==> config.mk <==
export PLATFORM = sky130hd
export DESIGN_NAME = vpu_pal_arbiter
export DESIGN_NICKNAME = d
export VERILOG_FILES = /design/src/rtl/vpu_pal_arbiter.sv
export SDC_FILE = /design/constraint.sdc
export NUM_CORES = 1
export LEC_CHECK = 0
export ABC_AREA = 1
export BUFFER_PORTS_ARGS = -buffer_cell sky130_fd_sc_hd__buf_2
export CORE_MARGIN = 5
export CORE_UTILIZATION = 47
export CTS_CLUSTER_SIZE = 20
export DETAILED_ROUTE_END_ITERATION = 10
export PLACE_DENSITY = 0.87
export SLEW_MARGIN = 20
export SYNTH_ARGS = -nofsm -noshare
export SYNTH_HDL_FRONTEND = slang
export SYNTH_SLANG_ARGS = --single-unit
export TNS_END_PERCENT = 20
==> constraint.sdc <==
create_clock -name clk -period 13 [get_ports clk]
set_input_delay 3.9 -clock clk [delete_from_list [all_inputs] [get_ports clk]]
set_output_delay 3.9 -clock clk [all_outputs]
set_load 0.02 [all_outputs]
==> src/rtl/vpu_pal_arbiter.sv <==
// vpu_pal_arbiter: shares the single-port palette RAM between the BG palette
// stage (absolute priority, never stalled), the sprite palette stage and the
// CPU bus. Sprite and CPU split the cycles BG leaves free, round-robin.
module vpu_pal_arbiter #(
  parameter int PAL_ADDR_W = 10,
  parameter int PAL_DATA_W = 32
) (
  input  logic                  clk,
  input  logic                  rst,
  // BG pipeline palette stage
  input  logic                  bg_en,
  input  logic [PAL_ADDR_W-1:0] bg_addr,
  output logic [PAL_DATA_W-1:0] bg_dout,
  // sprite pipeline palette stage
  input  logic                  sp_req,
  input  logic [PAL_ADDR_W-1:0] sp_addr,
  output logic                  sp_gnt,
  output logic                  sp_rvalid,
  output logic [PAL_DATA_W-1:0] sp_rdata,
  // CPU bus
  input  logic                  cpu_req,
  input  logic                  cpu_we,
  input  logic [PAL_ADDR_W-1:0] cpu_addr,
  input  logic [PAL_DATA_W-1:0] cpu_wdata,
  output logic                  cpu_ready,
  output logic                  cpu_ack,
  output logic [PAL_DATA_W-1:0] cpu_rdata,
  // palette RAM macro
  output logic                  pal_en,
  output logic                  pal_we,
  output logic [PAL_ADDR_W-1:0] pal_addr,
  output logic [PAL_DATA_W-1:0] pal_din,
  input  logic [PAL_DATA_W-1:0] pal_dout
);

  // CPU transaction FSM states
  localparam logic [1:0] ST_IDLE = 2'd0;
  localparam logic [1:0] ST_PEND = 2'd1;
  localparam logic [1:0] ST_DONE = 2'd2;

  // owner of the previous cycle's read (selects the read-data consumer)
  localparam logic [1:0] OWN_NONE = 2'd0;
  localparam logic [1:0] OWN_BG   = 2'd1;
  localparam logic [1:0] OWN_SP   = 2'd2;
  localparam logic [1:0] OWN_CPU  = 2'd3;

  // last winner of a sprite/CPU tie-break
  localparam logic RR_SP  = 1'b0;
  localparam logic RR_CPU = 1'b1;

  logic [1:0]            state_q, state_d;
  logic [1:0]            owner_q, owner_d;
  logic                  rr_last_q, rr_last_d;
  logic                  cpu_we_q;
  logic [PAL_ADDR_W-1:0] cpu_addr_q;
  logic [PAL_DATA_W-1:0] cpu_wdata_q;
  logic [PAL_DATA_W-1:0] cpu_rdata_q;

  logic cpu_pend;
  logic cpu_accept;
  logic sp_win;
  logic bg_sel;
  logic sp_sel;
  logic cpu_sel;

  assign cpu_pend   = (state_q == ST_PEND);
  assign cpu_accept = (state_q == ST_IDLE) && cpu_req;

  // Slot arbitration: BG first, then sprite/CPU by round-robin. Grants are
  // masked during reset so the RAM port goes quiet asynchronously.
  always_comb begin
    sp_win  = sp_req && (!cpu_pend || (rr_last_q == RR_CPU));
    bg_sel  = !rst && bg_en;
    sp_sel  = !rst && !bg_en && sp_win;
    cpu_sel = !rst && !bg_en && cpu_pend && !sp_win;
  end

  // Next-state for the FSM, the round-robin pointer and the read owner.
  // NOTE: every variable gets a default first so no path leaves it unassigned
  // and infers a latch.
  always_comb begin
    state_d   = state_q;
    rr_last_d = rr_last_q;
    owner_d   = OWN_NONE;

    case (state_q)
      ST_IDLE: if (cpu_req) state_d = ST_PEND;
      ST_PEND: if (cpu_sel) state_d = ST_DONE;
      ST_DONE: state_d = ST_IDLE;
      default: state_d = ST_IDLE;
    endcase

    if (sp_sel)       rr_last_d = RR_SP;
    else if (cpu_sel) rr_last_d = RR_CPU;

    if (bg_sel)                    owner_d = OWN_BG;
    else if (sp_sel)               owner_d = OWN_SP;
    else if (cpu_sel && !cpu_we_q) owner_d = OWN_CPU;
  end

  // Control state: FSM, read owner and round-robin pointer.
  // NOTE: state flops use non-blocking assignments so every flop samples the
  // pre-edge values regardless of statement order.
  always_ff @(posedge clk or posedge rst) begin
    if (rst) begin
      state_q   <= ST_IDLE;
      owner_q   <= OWN_NONE;
      rr_last_q <= RR_CPU;
    end else begin
      state_q   <= state_d;
      owner_q   <= owner_d;
      rr_last_q <= rr_last_d;
    end
  end

  // Latch the CPU transaction on acceptance; capture read data at the ack.
  // NOTE: these are plain registers, not a memory array, so they are reset to
  // keep cpu_rdata at a defined 0 after reset.
  always_ff @(posedge clk or posedge rst) begin
    if (rst) begin
      cpu_we_q    <= 1'b0;
      cpu_addr_q  <= '0;
      cpu_wdata_q <= '0;
      cpu_rdata_q <= '0;
    end else begin
      if (cpu_accept) begin
        cpu_we_q    <= cpu_we;
        cpu_addr_q  <= cpu_addr;
        cpu_wdata_q <= cpu_wdata;
      end
      if ((state_q == ST_DONE) && !cpu_we_q) begin
        cpu_rdata_q <= pal_dout;
      end
    end
  end

  // RAM port drive
  assign pal_en   = bg_sel || sp_sel || cpu_sel;
  assign pal_we   = cpu_sel && cpu_we_q;
  assign pal_addr = bg_sel ? bg_addr : (sp_sel ? sp_addr : cpu_addr_q);
  assign pal_din  = cpu_wdata_q;

  // Requester handshakes and return routing
  assign bg_dout   = pal_dout;
  assign sp_gnt    = sp_sel;
  assign sp_rvalid = (owner_q == OWN_SP);
  assign sp_rdata  = pal_dout;
  assign cpu_ready = (state_q == ST_IDLE);
  assign cpu_ack   = (state_q == ST_DONE);
  // the live RAM word is presented during the ack, the captured copy after it
  assign cpu_rdata = (cpu_ack && !cpu_we_q) ? pal_dout : cpu_rdata_q;

endmodule

==> impl_table.tex <==
\begin{tabular}{lr}
\hline
Metric & Value \\
\hline
\multicolumn{2}{l}{\textbf{Die}} \\
Height of the die & 101 µm \\
Cell Rows & 33 \\
Num ports & 244 \\
Core region area & 0.00818 mm² \\
Die W & 101 µm \\
Initial core utilization & 48.0\% \\
DIE AREA & approximately 0.010 mm² \\
\multicolumn{2}{l}{\textbf{Drt}} \\
Post-detailed-route DRC marker count & 0 \\
Total Wirelength & 10.9 mm \\
First-pass detailed-route iteration total & 6 \\
Via/cell ratio & 4.93 \\
Routed WL per cell & 14.3 µm \\
DRC marker count from the first detailed-route iteration & 113 \\
DR vias & 3,738 \\
Residual antenna-violating net count after detailed routing & 0 \\
\multicolumn{2}{l}{\textbf{Clocking}} \\
CTS Root Buffer Type & clkbuf\_8 \\
Clock latency at the later pin of the worst-skew pair & between 0.3 and 0.4 ns \\
Max Buffers Root-to-Sink & 2 \\
Inserted Clock Buffers & 9 \\
CTS tree & done \\
Post-cts resize count & 0 \\
Post-CTS setup-driven buffer insertion count & 0 \\
Cts hold-fix bufs & 0 \\
Clk sink count & 80 \\
Clock-pin slew on the worst setup and hold paths & 0.08 ns \\
Deepest level of the CTS H-tree & 3 \\
\multicolumn{2}{l}{\textbf{Finish}} \\
Post-route insts no fill & between 700 and 800 \\
Most frequent standard cell in the layout excluding fill and tap cells & buf\_2 \\
Net count of the finished layout & 748 \\
Most frequent cells in the layout & 243 x buf\_2, 162 x nand2\_1, 79 x dfrtp\_1 \\
Proportion of layout cells with a drive suffix above 1 & between 40 and 50\% \\
Diodes inserted & 0 \\
Area Growth Syn to Fin & 25.0\% \\
\multicolumn{2}{l}{\textbf{Place}} \\
Placed Cells & 742 \\
GPL Wtd Cong & 0.938 \\
Placed wire-length estimate & 8.30 mm \\
IO Port Bufs & approximately 240 \\
\multicolumn{2}{l}{\textbf{Synthesis}} \\
Net count after synthesis & approximately 580 \\
Mean post-synth cell area & 8.14 µm² \\
Area share of the largest cell type after synthesis & between 50\% and 60\% \\
Post-Synthesis Cells & a little under 500 \\
Number of synthesized register bits & 80 \\
Library cell with the largest summed area after synthesis & dfrtp\_1 \\
Post-synthesis sequential area ratio & 51.1\% \\
Yosys warnings & 0 \\
Distinct cell type count of the synthesized netlist & 18 \\
Main area contributors after synthesis & dfrtp\_1 50\%, nand2\_1 16\%, buf\_4 12\%, nand3\_1 10\%, inv\_1 2.5\% \\
Netlist Area Pre-Place & 0.00392 mm² \\
\multicolumn{2}{l}{\textbf{Timing}} \\
Setup violation total in the final timing report & 0 \\
Headroom to the max-slew limit & 33.1\% \\
Setup repair after global routing missed its margin & false \\
Final-report hold violation count & 0 \\
Worst clock skew & about 0.012 ns \\
Maximum clock frequency & 0.104 GHz \\
Final worst path period need & 9.59 ns \\
Max Transition Viols Final & 0 \\
Tcrit/Tclk final & 73.7\% \\
Transition time at the pin with the least slew margin & 0.997 ns \\
Final total negative setup slack & 0 ns \\
\multicolumn{2}{l}{\textbf{Global routing}} \\
Initial antenna violation count & 0 \\
All-layer global routing usage & 20.4\% \\
Vias in the first global route & between 3,000 and 4,000 \\
Grt ovf & 0 \\
Pin count of the biggest net entering global routing & 82 \\
First-pass GRT wire length & 16.7 mm \\
\multicolumn{2}{l}{\textbf{Setup path}} \\
Cell type of the slowest stage on the worst timing path & buf\_6 \\
Classification of the worst setup path & input port to primary output \\
Largest stage delay, worst path & 0.51 ns \\
Crit path top cell by count & nand2\_1 \\
Crit. End Element & primary output \\
Element type at the critical path start & input port \\
WP data arrival & 5.69 ns \\
Worst EP required & $\sim$9 ns \\
CP cell instances & buf\_2, clkinv\_2, buf\_6, nand2\_1, clkinv\_1, nand2\_1, nand2\_1, buf\_2 \\
Peak fanout along the critical path & 81 \\
\multicolumn{2}{l}{\textbf{Hold path}} \\
Class of the worst hold path & register to register \\
\multicolumn{2}{l}{\textbf{Pwr}} \\
Ratio of total power to cell area & 233 mW/mm² \\
Peak supply drop & 0.000150 V \\
Overall power consumption & 0.00114 W \\
Static leakage power & 2.91 nW \\
\multicolumn{2}{l}{\textbf{Outcome}} \\
Run status & complete, no violations \\
\multicolumn{2}{l}{\textbf{Job}} \\
Maximum Capacitance Violations & 0 \\
\hline
\end{tabular}
[flip-flops by register name (all words and copies together), names as in the netlist]
signal,count
cpu_addr_q,10
cpu_rdata_q,32
cpu_we_q,1
owner_q,2
pal_din,32
rr_last_q,1
state_q,2
[final timing paths]
check,startpoint,to,slack [ns],cells after the start
max,rst,pal_addr[9],3.41,8
min,cpu_rdata_q[13],cpu_rdata_q[13],0.47,2
max reg2reg,cpu_we_q,cpu_rdata_q[0],10.60,4
min reg2reg,cpu_rdata_q[13],cpu_rdata_q[13],0.47,2
max in group asynchronous,rst,pal_din[1],8.75,3
min in group asynchronous,rst,cpu_addr_q[1],3.73,3
[power by group]
group | internal [W] | switching [W] | total [W]
Combinational | 0.000163 | 0.000381 | 0.000544
Clock | 0.0000990 | 0.0000847 | 0.000184
Sequential | 0.000368 | 0.0000487 | 0.000416
[per-layer routing]
metal  routed length, µm  track usage (%)  up-vias
met1                4390             26.2     1731
met4                 235             7.57        0
met2                5230             33.6      196
met3                1010             4.89       25
met5                   0                0        -
li1                    -                -     1786
[cells in the mapped netlist]
library cell	instances
a21oi_1	11
buf_1	2
buf_2	13
buf_4	64
clkbuf_1	11
clkinv_1	2
dfrtp_1	79
dfstp_2	1
inv_1	26
inv_2	1
nand2_1	163
nand2_2	1
nand3_1	78
nand4_1	10
nor2_1	15
nor2_2	1
nor2_4	1
o21ai_0	3
[metrics by stage]
stage	hold WS [ns]	setup WS [ns]	utilization, %	cell area, µm²
after floorplan	0.464	2.69	-	3920
final	0.470	3.41	60.0	4900
after global routing	0.490	3.14	60.0	4900
after global placement	0.445	3.22	57.4	4690
after CTS	0.469	3.06	59.9	4900
after detailed placement	0.451	3.06	57.4	4690
[cell type report]
type	instances	area, µm²
inverters	29	110
flip-flops and latches	80	2000
clock buffers	11	151
repair buffers	245	1230
fillers	716	3270
multi-input cells	283	1220
clock inverters	5	53.8
well taps	105	131
[worst max-delay path: cells and delay by family]
| family | cells | cell delay [ns] |
|---|---|---|
| buffers and inverters | 5 | 1.15 |
| and+or+nand+nor | 3 | 0.63 |
[cell families after synthesis]
family / synth area share (%)
AO/OA/AOI/OAI: 1.79
flip-flops: 51.1
buffers and inverters: 17.9
AND/OR/NAND/NOR: 29.2
(Power assumes the default switching activity.)
